**src/rtl/core_pkg.sv**
```systemverilog
// core_pkg: definitions shared by the fetch stage and the main decoder.
//   fetch_state_t : fetch FSM encoding (S_REQ / S_WAIT / S_DROP)
//   fetch_entry_t : {instr, pc} pair carried by the IF/ID slot and skid buffer
//   OPCODE_MSB/LSB: opcode field location inside an instruction word
//   word_align()  : force an address onto a 4-byte boundary
package core_pkg;

  localparam int INSTR_W    = 32;
  localparam int OPCODE_MSB = 31;
  localparam int OPCODE_LSB = 26;
  localparam int OPCODE_W   = OPCODE_MSB - OPCODE_LSB + 1;

  typedef enum logic [1:0] {
    S_REQ  = 2'd0,  // presenting a request for the current PC
    S_WAIT = 2'd1,  // one request outstanding, response is on the good path
    S_DROP = 2'd2   // one request outstanding, response is wrong-path
  } fetch_state_t;

  typedef struct packed {
    logic [INSTR_W-1:0] instr;
    logic [31:0]        pc;
  } fetch_entry_t;

  function automatic logic [31:0] word_align(input logic [31:0] addr);
    return {addr[31:2], 2'b00};
  endfunction

endpackage

```
**src/rtl/fetch_skid_buffer.sv**
```systemverilog
// fetch_skid_buffer: single-entry holding register for a fetched {instr, pc}
// that arrives while the IF/ID slot is occupied and stalled.
//   clk, reset  : clock, synchronous active-high reset
//   flush       : drop any held entry (wins over load/unload)
//   load        : capture load_entry
//   unload      : entry has been moved out; may coincide with load
//   load_entry  : incoming {instr, pc}
//   full        : an entry is held
//   entry       : held {instr, pc}
module fetch_skid_buffer
  import core_pkg::*;
(
  input  logic         clk,
  input  logic         reset,
  input  logic         flush,
  input  logic         load,
  input  logic         unload,
  input  fetch_entry_t load_entry,
  output logic         full,
  output fetch_entry_t entry
);

  logic         full_q, full_d;
  fetch_entry_t entry_q, entry_d;

  always_comb begin
    full_d  = full_q;
    entry_d = entry_q;
    if (flush) begin
      full_d = 1'b0;
    end else begin
      if (unload) full_d = 1'b0;
      // Load after unload so a same-cycle unload+load leaves the buffer full.
      if (load) begin
        full_d  = 1'b1;
        entry_d = load_entry;
      end
    end
  end

  always_ff @(posedge clk) begin
    if (reset) begin
      full_q  <= 1'b0;
      entry_q <= '0;
    end else begin
      full_q  <= full_d;
      entry_q <= entry_d;
    end
  end

  assign full  = full_q;
  assign entry = entry_q;

endmodule

```
**src/rtl/fetch_stage.sv**
```systemverilog
// fetch_stage: instruction fetch for the MIPS core. Owns the PC, issues one
// word request at a time to instruction memory, and feeds a registered IF/ID
// slot to the decoder. Downstream redirects retarget the PC and squash any
// in-flight or buffered wrong-path instruction.
//   clk, reset                     : clock, synchronous active-high reset
//   imem_req_valid/ready/addr      : request channel (addr = aligned PC)
//   imem_resp_valid/data           : response, always accepted
//   redirect_valid/redirect_pc     : taken branch/jump target from downstream
//   if_valid/id_ready              : IF/ID slot handshake
//   if_instr/if_opcode/if_pc/if_pc_plus4 : slot contents
module fetch_stage
  import core_pkg::*;
#(
  parameter logic [31:0] RESET_PC = 32'h0000_0000
) (
  input  logic               clk,
  input  logic               reset,
  output logic               imem_req_valid,
  input  logic               imem_req_ready,
  output logic [31:0]        imem_req_addr,
  input  logic               imem_resp_valid,
  input  logic [INSTR_W-1:0] imem_resp_data,
  input  logic               redirect_valid,
  input  logic [31:0]        redirect_pc,
  output logic               if_valid,
  input  logic               id_ready,
  output logic [INSTR_W-1:0] if_instr,
  output logic [OPCODE_W-1:0] if_opcode,
  output logic [31:0]        if_pc,
  output logic [31:0]        if_pc_plus4
);

  fetch_state_t state_q, state_d;
  logic [31:0]  pc_q, pc_d;
  logic [31:0]  fetch_pc_q, fetch_pc_d;   // address of the outstanding request
  logic         if_valid_q, if_valid_d;
  fetch_entry_t slot_q, slot_d;
  logic [31:0]  pc_plus4_q, pc_plus4_d;

  logic         skid_full, skid_load, skid_unload, skid_flush;
  fetch_entry_t skid_entry, resp_entry, slot_src;
  logic         slot_load;
  logic         req_fire, resp_take, consume;

  // Requests stop once the skid buffer is full: there is nowhere left to put
  // another response. A redirect suppresses the request so the old PC is
  // never accepted in the redirect cycle.
  assign imem_req_valid = !reset && (state_q == S_REQ) && !skid_full && !redirect_valid;
  assign imem_req_addr  = word_align(pc_q);

  assign req_fire   = imem_req_valid && imem_req_ready;
  assign resp_take  = imem_resp_valid && (state_q == S_WAIT) && !redirect_valid;
  assign consume    = if_valid_q && id_ready;
  assign resp_entry = '{instr: imem_resp_data, pc: fetch_pc_q};

  always_comb begin
    state_d     = state_q;
    pc_d        = pc_q;
    fetch_pc_d  = fetch_pc_q;
    if_valid_d  = if_valid_q;
    slot_d      = slot_q;
    pc_plus4_d  = pc_plus4_q;
    slot_load   = 1'b0;
    slot_src    = resp_entry;
    skid_load   = 1'b0;
    skid_unload = 1'b0;
    skid_flush  = 1'b0;

    if (redirect_valid) begin
      pc_d       = word_align(redirect_pc);
      if_valid_d = 1'b0;
      skid_flush = 1'b1;
      case (state_q)
        // A response landing this cycle retires the outstanding request
        // (discarded); otherwise the one still in flight must be dropped.
        S_WAIT, S_DROP: state_d = imem_resp_valid ? S_REQ : S_DROP;
        default:        state_d = S_REQ;
      endcase
    end else begin
      if (req_fire) begin
        pc_d       = pc_q + 32'd4;
        fetch_pc_d = imem_req_addr;
        state_d    = S_WAIT;
      end else if (imem_resp_valid && (state_q != S_REQ)) begin
        state_d = S_REQ;
      end

      if (consume) begin
        if (skid_full) begin
          // Older buffered instruction goes first.
          slot_load   = 1'b1;
          slot_src    = skid_entry;
          skid_unload = 1'b1;
          skid_load   = resp_take;
        end else if (resp_take) begin
          slot_load = 1'b1;
        end else begin
          if_valid_d = 1'b0;
        end
      end else if (resp_take) begin
        if (!if_valid_q) slot_load = 1'b1;
        else             skid_load = 1'b1;
      end

      if (slot_load) begin
        if_valid_d = 1'b1;
        slot_d     = slot_src;
        pc_plus4_d = slot_src.pc + 32'd4;
      end
    end
  end

  always_ff @(posedge clk) begin
    if (reset) begin
      state_q    <= S_REQ;
      pc_q       <= RESET_PC;
      fetch_pc_q <= RESET_PC;
      if_valid_q <= 1'b0;
      slot_q     <= '0;
      pc_plus4_q <= '0;
    end else begin
      state_q    <= state_d;
      pc_q       <= pc_d;
      fetch_pc_q <= fetch_pc_d;
      if_valid_q <= if_valid_d;
      slot_q     <= slot_d;
      pc_plus4_q <= pc_plus4_d;
    end
  end

  fetch_skid_buffer u_skid (
    .clk        (clk),
    .reset      (reset),
    .flush      (skid_flush),
    .load       (skid_load),
    .unload     (skid_unload),
    .load_entry (resp_entry),
    .full       (skid_full),
    .entry      (skid_entry)
  );

  assign if_valid    = if_valid_q;
  assign if_instr    = slot_q.instr;
  assign if_opcode   = slot_q.instr[OPCODE_MSB:OPCODE_LSB];
  assign if_pc       = slot_q.pc;
  assign if_pc_plus4 = pc_plus4_q;

endmodule

```
**config.mk**
```make
export PLATFORM = sky130hd
export DESIGN_NAME = fetch_stage
export DESIGN_NICKNAME = d
export VERILOG_FILES = /design/src/rtl/core_pkg.sv /design/src/rtl/fetch_skid_buffer.sv /design/src/rtl/fetch_stage.sv
export SDC_FILE = /design/constraint.sdc
export NUM_CORES = 1
export LEC_CHECK = 0
export ABC_AREA = 1
export CORE_ASPECT_RATIO = 0.7
export CORE_MARGIN = 1.5
export CORE_UTILIZATION = 52
export CTS_CLUSTER_DIAMETER = 120
export DETAILED_ROUTE_END_ITERATION = 12
export PLACE_DENSITY = 0.81
export SETUP_SLACK_MARGIN = 0.2
export SYNTH_ARGS = -nofsm -noshare
export SYNTH_HDL_FRONTEND = slang
export SYNTH_SLANG_ARGS = --single-unit
```
**constraint.sdc**
```tcl
create_clock -name clk -period 2.4 [get_ports clk]
set_clock_uncertainty 0.1 [all_clocks]
set_input_delay 0.48 -clock clk [delete_from_list [all_inputs] [get_ports clk]]
set_output_delay 0.48 -clock clk [all_outputs]
set_load 0.03 [all_outputs]
```
Word-level counts from Yosys, hierarchy flattened. Cells that the tools add are included.

Register bits after elaboration: 224. Memories: 0. Memory bits (writable): 0. ROM bits: 0. Latch bits: 0. Output and inout port bits: 136. Input bits: 70. Logic and storage cells: 74.

Reduce and logical (&&, ||, !) cells: 24. Mux-type cells: 31. Multiply operators: 0. $lt $le $gt $ge: 0. Shift-type cells: 0. Divide/modulo/power cells: 0. $add $sub $neg: 2. Bitwise operators: 2. Equality and inequality tests: 4.

Operator list (number): $mux W64 (3); $add A32 B3 Y32 const B (2); $mux W32 (2); $mux W1 (21); $mux W2 (5); $logic_and A1 B1 Y1 (8); $reduce_bool A2 Y1 (4); $reduce_and A2 Y1 (3); $reduce_or A2 Y1 (3); $logic_not A1 Y1 (3); $reduce_and A3 Y1 (1); $reduce_bool A3 Y1 (1); $eq A2 B1 Y1 const B (1); $eq A2 B2 Y1 const B (1); $logic_not A2 Y1 (1); $ne A2 B1 Y1 const B (1); $ne A2 B2 Y1 const B (1); $not A1 Y1 (2).

Longest topological paths before layout. Gate-level depths: netlist of run 1.

Depth after elaboration: 9. Depth in mapped cells: 15. Gate-level depth less buffers: 15.

Cells and area by module. A second synthesis of run 1 with hierarchy kept.

Cell total of the unflattened synthesis: 1687. Area total of the unflattened synthesis: 11065.6 µm².

By module, submodules not included: fetch_stage (sequential area each 3143.0 µm², area an instance 8236.6 µm², instances 1, cells an instance 1267); fetch_skid_buffer (sequential area each 1301.2 µm², area an instance 2829.0 µm², instances 1, cells an instance 420).

Least setup slack after synthesis of run 1. OpenSTA, ideal clock, no wires.

Path kind: register to register. Start: register if_valid_q (netlist: if_valid). End: register pc_plus4_q[22] (netlist: if_pc_plus4[22]). Cell stages (with the launch flop): 13. Clock period less this slack: 2.304 ns. Arrival time: 2.081 ns. Slack: 0.096 ns. Path buffers: 0. Data required time: 2.177 ns. Setup time: 0.123 ns. Cell sequence: dfxtp_1 > nand2_1 > nor2_4 > o21ai_1 > inv_1 > ha_1 > nand2_1 > nor2_1 > nand2_2 > nor2_4 > nand2_1 > nor2_1 > nor3b_2.

Longest elaborated chain between the ends: 5. Elaborated cells between the ends (all ways): 9. Classes of those cells: 1 x add/sub; 6 x mux; 2 x reduce/logical.

Ends and longest elaborated chain: start, declared (RTL line fetch_stage.sv:36) `logic if_valid_q, if_valid_d;`; start signal, assigned (RTL line fetch_stage.sv:125) `if_valid_q <= if_valid_d;`; parallel branches: the longest is 5 deep, another holds $add A32 B3 Y32; end signal, assigned (RTL line fetch_stage.sv:127) `pc_plus4_q <= pc_plus4_d;`; end, declared (RTL line fetch_stage.sv:38) `logic [31:0] pc_plus4_q, pc_plus4_d;`.

Parallel ways; which one is timed is not known. The select of a mux whose other input is x is not followed. A chain may end at the register's enable or synchronous reset.

Worst setup path in the final report of run 1.
Start: register slot_q, in the netlist if_pc[19]. End: output port if_pc[19].

RTL lines: start, declared (RTL line fetch_stage.sv:37) `fetch_entry_t slot_q, slot_d;`; start signal, assigned (RTL line fetch_stage.sv:126) `slot_q <= slot_d;`; end, declared (RTL line fetch_stage.sv:29) `output logic [31:0] if_pc,`.

No word-level cell between the ends.

==> summary.txt, run 1 <==
Crit. End Element - primary output
Antenna Cells - 0
Hold Path Class - primary input to flip-flop
Reg2Reg Depth - 7
Fillers - 1,515
RSZ-0062 raised after global routing - true
Top Ports - 206
Netlist cell types - 39
Min-Delay Path Depth - 2
First-pass GRT wire length - 51.16 mm
Die area - 0.02031 sq mm
Psw - 0.001935 W
Peak supply drop - 390.8 uV
Critical path required time - 1.82 ns
Synth Area per Inst - 6.842 sq um
Post-synth EDFFs - 0
Kind of critical path - flip-flop to primary output
Worst R2R Setup Slack - 0.25 ns
Synthesized area - 0.01011 sq mm
DRC violations left - 0
Die width - 169.7 um
Clock share of power - 0.416
First DRT Iteration DRCs - 1,360
Synth Flop Type - dfxtp_1
GRT Total Usage - 0.3109
Die height - 119.7 um
Max-cap violations - 0
CP max stage cell - clkdlybuf4s50_1
Fin. Hold Viols - 0
Post-synth ARST share - 0
Total grt overflow - 0
Final max-slew violation count - 0
Design Power - 0.007814 W
Row cnt - 42
Maximum clock insertion buffer count - 3
Share of cells above drive strength 1 - 0.1168
Pwr/cell area - 565.1 mW/mm^2
CORE AREA - 0.01897 sq mm
Worst skew pair latency - 0.51 ns
Run status - complete, no violations
Max-slew headroom - 0.3933
CP peak stage delay - 0.74 ns
Combinational power share - 0.102
Vias per Instance - 5.498
Placed cell count - 1,962
Post-Syn Instances - 1,478
Final cell count without fillers - 2,002
Yosys top cell area share - 0.4316
Vias in the first global route - 10,130
Most numerous cell in the Yosys netlist - nand2_1
Critical Path AT - 1.58 ns
Post-DP HPWL - 22.06 mm
Register area share after synthesis - 0.4316
Tmin final - 2.163 ns
Max frequency - 0.4622 GHz
TritonCTS Buffers - 21
PortBufs - 197
Beginning of the worst hold path - reset
Detailed Route WL - 31.98 mm
Sequential cell area - 0.004372 sq mm
Initial Util - 0.5330
Pint - 0.005878 W
Clock root cell - clkbuf_16
Nets - 1,799
Crit-path cells - clkdlybuf4s50_1
DRT antenna net count - 0
CP delay by family, top - buffers and inverters
Top post-synthesis cells by area - dfxtp_1, nand2_1, nor2_1
Area grow syn2layout - 36.75%
Post-synthesis sequential element count - 218
Synthesis Warnings - 0
Initial antenna violation count - 0
Crit-path max FO - 2
Pin count of the biggest net entering global routing - 61
Routability cong. - 0.9674
RR Endpoint - pc_q[26]
Slew at the pin closest to its max-slew limit - 0.9006 ns
Drt pass-1 iters - 5
CTS tree - done
P_leak - 5.889 nW
Setup crit start kind - flip-flop
CTS Sinks - 218
Drt wl/cell - 15.98 um
Period utilisation layout - 0.9015
Hold EP - fetch_pc_q[3]
Buf/Inv on CP - 1
H-tree depth - 1
Count of final setup violators - 0
Reg power frac - 0.482
Largest area contributor in the netlist - dfxtp_1
Clk pin slew, worst setup/hold paths - 0.07 ns
Via Count - 11,010
R2R Path Start - pc_q[15]
Area occupied by multi-input gates - 0.004982 sq mm
CP startpoint - if_pc[19]
Most instantiated cells after synthesis - nand2_1, nor2_1, dfxtp_1
Sw Ratio - 0.2477
state kept, by name, summed over array words and instances (netlist names):
register,count
if_pc,30
state_q,2
if_pc_plus4,30
u_skid.entry,62
fetch_pc_q,30
pc_q,30
if_instr,32
u_skid.full,1
if_valid,1
layer usage:
layer | up-vias | track usage | routed length, um
met5 | - | 0 | 0
met4 | 0 | 0.07633 | 667
met3 | 56 | 0.05376 | 2975
met2 | 529 | 0.5074 | 14520
met1 | 5104 | 0.4276 | 13820
li1 | 5318 | - | -
power groups by stage:
stage,registers [W],clock network [W],logic (W)
2_1_floorplan,0.00393,0,0.000319
3_3_place_gp,0.00385,0,0.000786
3_5_place_dp,0.00385,0,0.000799
4_1_cts,0.00377,0.00326,0.000791
5_1_grt,0.00377,0.00341,0.000862
6_report,0.00377,0.00325,0.000799
cells in the final DEF, fill, tap and decap left out, types with 10 or more instances in the layout:
cell type,instances
buf_4,101
clkbuf_16,21
nand2_1,349
nor2_1,212
nand4_1,28
xor2_1,10
buf_12,13
o21ai_0,164
nand3_1,51
dlygate4sd2_1,27
clkdlybuf4s50_1,161
dfxtp_1,216
a31oi_1,44
nor2_2,15
a21oi_1,86
inv_1,108
nor3_1,27
cell type report:
| class | instances | area share |
|---|---|---|
| Multi-Input combinational cell | 1055 | 0.3603 |
| Sequential cell | 218 | 0.3161 |
| Timing Repair Buffer | 316 | 0.2204 |
| Clock buffer | 33 | 0.04705 |
| Inverter | 113 | 0.03085 |
| Tap cell | 264 | 0.02389 |
| Clock inverter | 3 | 0.001357 |
cells by family (layout without fill, tap and decap cells):
logic type                 Yosys count  in the layout  share of synthesized area
AOI/OAI and AO/OA                  321            321                     0.1708
xor gates and xnor gates            12             12                    0.01039
adders and majority gates            4              4                   0.004949
buffers and inverters              211            465                    0.09045
DFF                                218            218                     0.4316
other                                1              6                  0.0003708
and+or+nand+nor                    711            712                     0.2915
worst max-delay path by stage:
stage / end / slack (ns) / depth (start not counted)
after global placement: if_pc_plus4[28] / -0.33 / 14
final: if_pc[19] / 0.24 / 1
after detailed placement: if_pc_plus4[20] / -0.39 / 13
after floorplan: if_pc_plus4[22] / 0.26 / 12
after global routing: if_pc_plus4[26] / 0.16 / 15
after CTS: imem_req_valid / 0.09 / 6
timing repair:
action | 4_1_cts | 5_1_grt
cloned | 1 | 1
buffers inserted | 1 | 1
endpoints found under the hold margin | 0 | 0
hold buffers | 0 | 0
pin swaps | 1 | 7
resized for setup | 37 | 36
endpoints found under the setup margin | 56 | 29
metrics by stage:
| stage | TNS [ns] | hold WS [ns] | setup slack (ns) | util | cell area, sq um |
|---|---|---|---|---|---|
| after CTS | 0 | 0.1660 | 0.08938 | 0.7219 | 13690 |
| after global routing | 0 | 0.1814 | 0.1610 | 0.7289 | 13830 |
| after detailed placement | -23.93 | 0.3558 | -0.3872 | 0.6845 | 12990 |
| final | 0 | 0.1817 | 0.2365 | 0.7289 | 13830 |
| after floorplan | 0 | 0.3297 | 0.2553 | - | 10130 |
| after global placement | -19.05 | 0.3395 | -0.3269 | 0.6845 | 12990 |
(Power assumes the default switching activity.)
==> inputs of run 2 (changes only) <==
--- a/config.mk
+++ b/config.mk
@@ -6,6 +6,7 @@
 export NUM_CORES = 1
 export LEC_CHECK = 0
 export ABC_AREA = 1
+export CAP_MARGIN = 20
 export CORE_ASPECT_RATIO = 0.7
 export CORE_MARGIN = 1.5
 export CORE_UTILIZATION = 52
==> results of run 2 <==
No change in the layout: final DEF, timing and power equal those of run 1.
==> inputs of run 3 (changes only) <==
--- a/config.mk
+++ b/config.mk
@@ -9,11 +9,12 @@
 export CAP_MARGIN = 20
 export CORE_ASPECT_RATIO = 0.7
 export CORE_MARGIN = 1.5
-export CORE_UTILIZATION = 52
+export CORE_UTILIZATION = 53
 export CTS_CLUSTER_DIAMETER = 120
 export DETAILED_ROUTE_END_ITERATION = 12
 export PLACE_DENSITY = 0.81
 export SETUP_SLACK_MARGIN = 0.2
 export SYNTH_ARGS = -nofsm -noshare
 export SYNTH_HDL_FRONTEND = slang
+export SYNTH_HIERARCHICAL = 1
 export SYNTH_SLANG_ARGS = --single-unit
==> summary.txt, run 3 <==
RR Endpoint - if_pc_plus4[23] (was pc_q[26])
Run status - complete, no violations (unchanged)
Peak supply drop - 447.0 uV (was 390.8 uV)
Most instantiated cells after synthesis - nand2_1, nor2_1, dfxtp_1 (unchanged)
DRT antenna net count - 0 (unchanged)
Pwr/cell area - 556.8 mW/mm^2 (was 565.1 mW/mm^2)
Max frequency - 0.4581 GHz (was 0.4622 GHz)
Most numerous cell in the Yosys netlist - nand2_1 (unchanged)
CP delay by family, top - buffers and inverters (unchanged)
Slew at the pin closest to its max-slew limit - 0.5325 ns (was 0.9006 ns)
Hold EP - if_valid (was fetch_pc_q[3])
Worst R2R Setup Slack - 0.25 ns (about the same)
Critical path required time - 1.82 ns (about the same)
Fin worst setup slack - 0.2170 ns (was 0.2365 ns)
First DRT Iteration DRCs - 1,128 (was 1,360)
Max FFs per register - 64 (was 62)
Hold Buf Count CTS - 0 (unchanged)
Crit. End Element - primary output (unchanged)
CTS tree - done (unchanged)
Final max-slew violation count - 0 (unchanged)
Clk pin slew, worst setup/hold paths - 0.07 ns (about the same)
Final cell count without fillers - 2,238 (was 2,002)
CTS Sinks - 222 (was 218)
Hold Path Class - primary input to flip-flop (unchanged)
Post-synth ARST share - 0 (unchanged)
Via Count - 12,010 (was 11,010)
Max-slew headroom - 0.6450 (was 0.3933)
RSZ-0062 raised after global routing - true (unchanged)
CP peak stage delay - 0.70 ns (was 0.74 ns)
Min-Delay Path Depth - 4 (was 2)
PortBufs - 201 (was 197)
First-pass GRT wire length - 55.86 mm (was 51.16 mm)
Pin count of the biggest net entering global routing - 72 (was 61)
Fin. Hold Viols - 0 (unchanged)
Post-Layout Inst Area - 0.01492 sq mm (was 0.01383 sq mm)
Crit-path cells - clkdlybuf4s50_1 (unchanged)
Post-synthesis sequential element count - 222 (was 218)
Post-synth EDFFs - 0 (unchanged)
Clock root cell - clkbuf_16 (unchanged)
Buf/Inv on CP - 1 (unchanged)
H-tree depth - 1 (unchanged)
Area occupied by multi-input gates - 0.005384 sq mm (was 0.004982 sq mm)
Synthesized area - 0.01107 sq mm (was 0.01011 sq mm)
R2R Path Start - if_valid (was pc_q[15])
Maximum clock insertion buffer count - 3 (unchanged)
Post-Syn Instances - 1,687 (was 1,478)
Detailed Route WL - 34.54 mm (was 31.98 mm)
Total grt overflow - 0 (unchanged)
Die width - 175.7 um (was 169.7 um)
Commonest non-fill, non-tap cell in the layout - nand2_1 (unchanged)
Top post-synthesis cells by area - dfxtp_1, nand2_1, nor2_1 (unchanged)
Tmin final - 2.183 ns (was 2.163 ns)
Drt pass-1 iters - 5 (unchanged)
Placement Setup Slack - -0.4365 ns (was -0.3872 ns)
Design Power - 0.008307 W (was 0.007814 W)
Top Ports - 206 (unchanged)
Crit-path max FO - 2 (unchanged)
Die height - 123.9 um (was 119.7 um)
Critical Path AT - 1.60 ns (was 1.58 ns)
CP max stage cell - clkdlybuf4s50_1 (unchanged)
Die area - 0.02177 sq mm (was 0.02031 sq mm)
Period utilisation layout - 0.9096 (was 0.9015)
Count of final setup violators - 0 (unchanged)
Kind of critical path - flip-flop to primary output (unchanged)
Worst skew pair latency - 0.53 ns (was 0.51 ns)
Area after DPL - 0.01406 sq mm (was 0.01299 sq mm)
Nets - 2,027 (was 1,799)
GRT Total Usage - 0.3151 (was 0.3109)
Placed cell count - 2,196 (was 1,962)
Row cnt - 43 (was 42)
Antenna Cells - 0 (unchanged)
TritonCTS Buffers - 22 (was 21)
Share of cells above drive strength 1 - 0.1184 (was 0.1168)
CORE AREA - 0.02012 sq mm (was 0.01897 sq mm)
P_leak - 6.555 nW (was 5.889 nW)
Synth Area per Inst - 6.559 sq um (was 6.842 sq um)
Yosys top cell area share - 0.4016 (was 0.4316)
Synthesis Warnings - 6 (was 0)
Area grow syn2layout - 34.83% (was 36.75%)
Drt wl/cell - 15.43 um (was 15.98 um)
Post-DP HPWL - 24.22 mm (was 22.06 mm)
Register area share after synthesis - 0.4016 (was 0.4316)
Vias per Instance - 5.367 (was 5.498)
Setup crit start kind - flip-flop (unchanged)
Routability cong. - 0.9212 (was 0.9674)
Initial antenna violation count - 0 (unchanged)
Synth Flop Type - dfxtp_1 (unchanged)
DRC violations left - 0 (unchanged)
Leading cell types in the layout, fill and taps excluded - nand2_1, nor2_1, dfxtp_1, inv_1, clkdlybuf4s50_1 (was nand2_1, dfxtp_1, nor2_1, o21ai_0, clkdlybuf4s50_1)
Largest area contributor in the netlist - dfxtp_1 (unchanged)
Max-cap violations - 0 (unchanged)
Netlist cell types - 41 (was 39)
Initial Util - 0.5499 (was 0.5330)
Vias in the first global route - 11,400 (was 10,130)
Fillers - 1,624 (was 1,515)
Reg2Reg Depth - 12 (was 7)
Sequential cell area - 0.004452 sq mm (was 0.004372 sq mm)
Beginning of the worst hold path - reset (unchanged)
run 3: cell count changes after synthesis, sizes merged, moves of 5 or more:
cell / previous run / this run
o21ai: 171 / 114
nand2: 356 / 413
inv: 112 / 196
nand3: 55 / 128
buf: 46 / 70
a21oi: 86 / 49
nor2: 234 / 301
clkbuf: 52 / 37
a31oi: 44 / 49
a211oi: 4 / 13
run 3: where the power goes:
| part | total (W) | switching, W | internal, W |
|---|---|---|---|
| Combinational | 0.000891 | 0.000519 | 0.000372 |
| Clock | 0.00359 | 0.00151 | 0.00208 |
| Sequential | 0.00383 | 0.0000749 | 0.00375 |
| Total | 0.00831 | 0.00210 | 0.00621 |
run 3: worst max-delay path by stage:
stage	start	to	slack, ns	cells after the start
finish	if_instr[7]	if_instr[7]	0.22	1
global route	if_valid	if_pc_plus4[23]	0.11	12
CTS	if_valid	if_pc_plus4[19]	0.21	12
detailed placement	id_ready	if_pc_plus4[19]	-0.44	12
global placement	id_ready	if_pc_plus4[19]	-0.30	13
floorplan	id_ready	u_skid/entry[5]	0.17	12
run 3: logic make-up after synthesis:
logic type,share of synthesized area
other cells,0.0003389
flops,0.4016
fa+ha+maj,0.004523
buf+inv,0.1218
compound gates,0.1236
simple gates,0.3394
xor+xnor,0.008707
run 3: what timing repair did:
| action | in CTS | in global routing |
|---|---|---|
| endpoints found under the setup margin | 43 | 35 |
| pin swaps | 2 | 5 |
| gates resized for setup | 37 | 30 |
| setup buffers | 0 | 2 |
| gates cloned | 1 | 0 |
run 3: per-layer routing:
metal	wire length (um)	part of all wire	global-route usage
met1	15050	0.44	0.4273
met2	15720	0.46	0.5222
met3	3040	0.088	0.05403
met4	722	0.021	0.08387
met5	0	0	0
run 3: final cells by class:
| cell class | instances | area share |
|---|---|---|
| Inverter | 196 | 0.04940 |
| Timing Repair Buffer | 346 | 0.2185 |
| Sequential cell | 222 | 0.2984 |
| Tap cell | 270 | 0.02264 |
| Clock inverter | 11 | 0.007799 |
| Clock buffer | 28 | 0.04244 |
| Multi-Input combinational cell | 1165 | 0.3609 |
run 3: per-stage QoR:
step / setup TNS (ns) / utilization / hold slack [ns]
finish: 0 / 0.7415 / 0.3104
global placement: -19.82 / 0.6987 / 0.3499
global route: 0 / 0.7415 / 0.3350
detailed placement: -29.51 / 0.6987 / 0.3573
floorplan: 0 / - / 0.3393
CTS: 0 / 0.7361 / 0.2152
